**config.mk**
```make
export PLATFORM = sky130hd
export DESIGN_NAME = nbit_piso_tx
export DESIGN_NICKNAME = d
export VERILOG_FILES = /design/src/rtl/nbit_piso_tx.sv
export SDC_FILE = /design/constraint.sdc
export NUM_CORES = 1
export LEC_CHECK = 0
export CELL_PAD_IN_SITES_DETAIL_PLACEMENT = 1
export CELL_PAD_IN_SITES_GLOBAL_PLACEMENT = 1
export CORE_UTILIZATION = 30
export CTS_CLUSTER_DIAMETER = 50
export DETAILED_ROUTE_END_ITERATION = 6
export DONT_BUFFER_PORTS = 1
export GPL_TIMING_DRIVEN = 1
export PLACE_DENSITY = 0.61
export SLEW_MARGIN = 0
export SYNTH_ARGS = -nofsm -noshare
export SYNTH_HDL_FRONTEND = slang
export SYNTH_SLANG_ARGS = --single-unit
```
**constraint.sdc**
```tcl
create_clock -name clk -period 1.65 [get_ports clk]
set_input_delay 0.2475 -clock clk [delete_from_list [all_inputs] [get_ports clk]]
set_output_delay 0.2475 -clock clk [all_outputs]
set_load 0.01 [all_outputs]
```
**src/rtl/nbit_piso_tx.sv**
```systemverilog
// ============================================================================
// nbit_piso_tx : N-bit parallel-in/serial-out transmitter, MSB first.
// Optional even-parity bit after the data bits (macro NBIT_PISO_TX_PARITY_EN).
// Revision 1.0
// ============================================================================
`default_nettype none

module nbit_piso_tx #(
  parameter int N = 8
) (
  input  logic         clk,
  input  logic         reset_n,
  input  logic         load_valid,
  output logic         load_ready,
  input  logic [N-1:0] data_in,
  output logic         ser_valid,
  input  logic         ser_ready,
  output logic         ser_data,
  output logic         ser_last,
  output logic         busy,
  output logic         done
);

  localparam int             CW       = $clog2(N + 1);
  localparam logic [CW-1:0]  LAST_IDX = CW'(N - 1);

  localparam logic [1:0] S_IDLE   = 2'd0;
  localparam logic [1:0] S_SHIFT  = 2'd1;
`ifdef NBIT_PISO_TX_PARITY_EN
  localparam logic [1:0] S_PARITY = 2'd2;
`endif

  logic [1:0]    state;
  logic [1:0]    state_nxt;
  logic [N-1:0]  shreg;
  logic [CW-1:0] cnt;
  logic          last_bit;
`ifdef NBIT_PISO_TX_PARITY_EN
  logic          par;
`endif

  assign last_bit = (cnt == LAST_IDX);

  always_ff @(posedge clk or negedge reset_n) begin
    if (!reset_n) begin
      state <= S_IDLE;
    end else begin
      state <= state_nxt;
    end
  end

  always_comb begin
    state_nxt = state;
    case (state)
      S_IDLE: begin
        if (load_valid) begin
          state_nxt = S_SHIFT;
        end
      end
      S_SHIFT: begin
        if (ser_ready && last_bit) begin
`ifdef NBIT_PISO_TX_PARITY_EN
          state_nxt = S_PARITY;
`else
          state_nxt = S_IDLE;
`endif
        end
      end
`ifdef NBIT_PISO_TX_PARITY_EN
      S_PARITY: begin
        if (ser_ready) begin
          state_nxt = S_IDLE;
        end
      end
`endif
      default: state_nxt = S_IDLE;
    endcase
  end

  always_comb begin
    load_ready = 1'b0;
    ser_valid  = 1'b0;
    ser_data   = 1'b0;
    ser_last   = 1'b0;
    busy       = 1'b1;
    case (state)
      S_IDLE: begin
        load_ready = 1'b1;
        busy       = 1'b0;
      end
      S_SHIFT: begin
        ser_valid = 1'b1;
        ser_data  = shreg[N-1];
`ifndef NBIT_PISO_TX_PARITY_EN
        ser_last  = last_bit;
`endif
      end
`ifdef NBIT_PISO_TX_PARITY_EN
      S_PARITY: begin
        ser_valid = 1'b1;
        ser_data  = par;
        ser_last  = 1'b1;
      end
`endif
      default: begin
        busy = 1'b1;
      end
    endcase
  end

  // Datapath and the registered done pulse: done marks the first IDLE cycle.
  always_ff @(posedge clk or negedge reset_n) begin
    if (!reset_n) begin
      shreg <= '0;
      cnt   <= '0;
      done  <= 1'b0;
`ifdef NBIT_PISO_TX_PARITY_EN
      par   <= 1'b0;
`endif
    end else begin
      done <= (state != S_IDLE) && (state_nxt == S_IDLE);
      case (state)
        S_IDLE: begin
          if (load_valid) begin
            shreg <= data_in;
            cnt   <= '0;
`ifdef NBIT_PISO_TX_PARITY_EN
            par   <= 1'b0;
`endif
          end
        end
        S_SHIFT: begin
          if (ser_ready) begin
            shreg <= {shreg[N-2:0], 1'b0};
            cnt   <= cnt + CW'(1);
`ifdef NBIT_PISO_TX_PARITY_EN
            par   <= par ^ shreg[N-1];
`endif
          end
        end
        default: begin
        end
      endcase
    end
  end

endmodule

`default_nettype wire

```
==> qor.csv <==
stage,metric,value,unit
run_status,outcome,finished clean,
die,die width,54.5,um
place,I/O Buffers,0,
drt,First-pass DRT Iterations,4,
global_routing,grt ovf,0,
place,gpl congestion,0.710,
yosys,synth warn,0,
clocking,CTS tree,yes,
yosys,register bit total from synthesis,15,
drt,final WL,1550,um
pwr,Power Total,896,uW
yosys,number of synthesized flops with an enable pin,0,
sta,"Slew Viols, Final",0,
drt,# DRC,0,
sta,Final Hold Vio Count,0,
setup_path,Worst EP required,1.40,ns
yosys,"Seq/Total Area, Yosys",0.454,
die,Initial Util,0.325,
setup_path,critical path class,flip-flop to primary output,
flow_run,maxcap violations,0,
drt,wire per inst,15.4,um
sta,min Tclk post-route,1.55,ns
clocking,Worst-Skew Late Latency,0.29,ns
sta,f_max,646,MHz
global_routing,first-pass GRT wire length,2670,um
yosys,Syn Std Cell Area,827,sq um
clocking,clock-pin transition on the worst setup and hold timing paths,0.10,ns
sta,final worst-path cycle share,0.938,
yosys,cell type with the largest total area after synthesis,dfrtp_1,
setup_path,"Arr. time, crit path",1.30,ns
setup_path,Setup crit end kind,primary output,
setup_path,cell at the slowest stage of the critical path,dfrtp_1,
yosys,top post-synthesis cells by area,"dfrtp_1, mux2_4, mux2_2",
yosys,Syn Area/Cell,12.3,sq um
die,io pins,18,
die,total die area,0.00297,sq mm
yosys,asr flop ratio synth,1.00,
clocking,# clock sinks,15,
pwr,Worst VDD drop,474,uV
sta,Slew @ Worst Pin,0.712,ns
pwr,P_leak,0.000393,uW
pwr,pwr/cell area,1000,mW/mm^2
sta,RSZ-0062 raised after global routing,no,
sta,"Setup violations, final",0,
clocking,root buf cell,clkbuf_4,
global_routing,GRT Overall Usage,0.131,
global_routing,pin count of the biggest net entering global routing,16,
global_routing,vias in the first global route,524,
yosys,ys flop type,dfrtp_1,
drt,DR vias/cell,5.09,
die,row cnt,18,
setup_path,"Max FO, Critical Path",8,
die,die height,54.5,um
yosys,syn_nets,80,
place,pre-CTS setup slack,0.134,ns
global_routing,initial antenna violation count,0,
setup_path,CP cell instances,"buf_4, or2_2, inv_1",
drt,DR vias,514,
sta,worst relative slew slack,0.524,
cells_and_area,most frequent cells in the layout,"dfrtp_1, mux2_4, mux2_2",
cells_and_area,nets,85,
drt,Routed Antenna Nets,0,
cells_and_area,"commonest non-fill, non-tap cell in the layout",dfrtp_1,
yosys,Post-Syn Instances,67,
sta,setup ws final,0.103,ns
cells_and_area,diode count,0,
die,Core ar.,0.00254,sq mm
setup_path,type of origin of the critical path,flip-flop,
setup_path,Crit path largest cell delay,0.40,ns
clocking,clock buffer depth,2,
yosys,post-synthesis cell type count,27,
sta,Setup TNS,0,ns
drt,drt initial violations,5,
cells_and_area,final core occ,0.351,
yosys,post-synth top area share,0.454,
min_path,Hold WC Path Type,primary input to flip-flop,
clocking,htree depth,1,
clocking,CTS Buf Count,3,
cells_and_area,Filler Cell Count,276,
cells_and_area,share of cells above drive strength 1,0.380,
sta,clk_skew,0.00127,ns
place,DP HPWL,1100,um
cells_and_area,synthesis-to-finish area growth,7.87,%
-- layer usage --
metal / vias to the layer above / track usage / routed length [um]
met4: 0 / 0.0897 / 27
li1: 241 / - / -
met5: - / 0 / 0
met2: 11 / 0.157 / 711
met3: 2 / 0.0222 / 68
met1: 260 / 0.204 / 746
-- critical path: cells and delay by family (launching register included) --
| family | cells | cell delay [ns] |
|---|---|---|
| simple gates | 1 | 0.34 |
| buf+inv | 2 | 0.28 |
| flops | 1 | 0.40 |
-- final timing paths --
path / endpoint / slack (ns) / from / depth (start not counted)
max: load_ready / 0.10 / state[1]$_DFF_PN0_ / 3
min: cnt[0]$_DFFE_PN0P_ / 0.08 / ser_ready / 2
max reg2reg: shreg[5]$_DFFE_PN0P_ / 0.21 / state[0]$_DFF_PN0_ / 3
min reg2reg: shreg[6]$_DFFE_PN0P_ / 0.52 / shreg[6]$_DFFE_PN0P_ / 1
max in group asynchronous: state[0]$_DFF_PN0_ / 0.72 / reset_n / 1
min in group asynchronous: cnt[1]$_DFFE_PN0P_ / 0.44 / reset_n / 1
-- cells in the mapped netlist (all sizes together), types with 2 or more instances --
cell and n:
a22o 2, buf 2, dfrtp 15, inv 4
mux2 15, nand2 6, nand2b 2, nor2 4
o21ai 2, o21bai 2
-- registers in the layout, indices dropped and copies added, names as in the netlist --
name,count
state,2
shreg,8
done,1
cnt,4
-- power breakdown --
group | total [uW] | switching [uW] | internal (uW)
combinational | 182 | 67.8 | 114
clock | 224 | 134 | 90.0
sequential | 490 | 53.2 | 437
total | 896 | 255 | 641
-- through the flow --
step / hold WS (ns) / cells / instance area (sq um)
floorplan: -0.0481 / 67 / 827
global placement: -0.0477 / 96 / 853
detailed placement: -0.0478 / 96 / 853
CTS: 0.0748 / 101 / 891
global route: 0.0816 / 101 / 892
finish: 0.0820 / 101 / 892
-- layout make-up --
| type | instances | area (sq um) | area share |
|---|---|---|---|
| Inverter | 4 | 20.0 | 0.0224 |
| Multi-Input combinational cell | 46 | 413 | 0.463 |
| Clock buffer | 3 | 22.5 | 0.0252 |
| Tap cell | 30 | 37.5 | 0.0421 |
| Timing Repair Buffer | 2 | 17.5 | 0.0196 |
| Sequential cell | 15 | 377 | 0.422 |
| Clock inverter | 1 | 5.00 | 0.00561 |
-- cells by family (layout without fill, tap and decap cells) --
family	after synthesis	after routing	synth area share
and+or+nand+nor	18	18	0.127
muxes	16	16	0.253
DFF	15	15	0.454
AOI/OAI and AO/OA	10	10	0.0999
buffers and inverters	6	10	0.0469
adders and majority gates	1	1	0.0151
other	1	1	0.00453
-- repair_timing --
item | in CTS | in global routing
endpoints found under the hold margin | 15 | 0
endpoints found under the setup margin | 0 | 1
gates resized for setup | 0 | 1
setup buffers | 0 | 0
hold buffers | 1 | 0
Note: power is estimated with default switching activity, not from simulation.
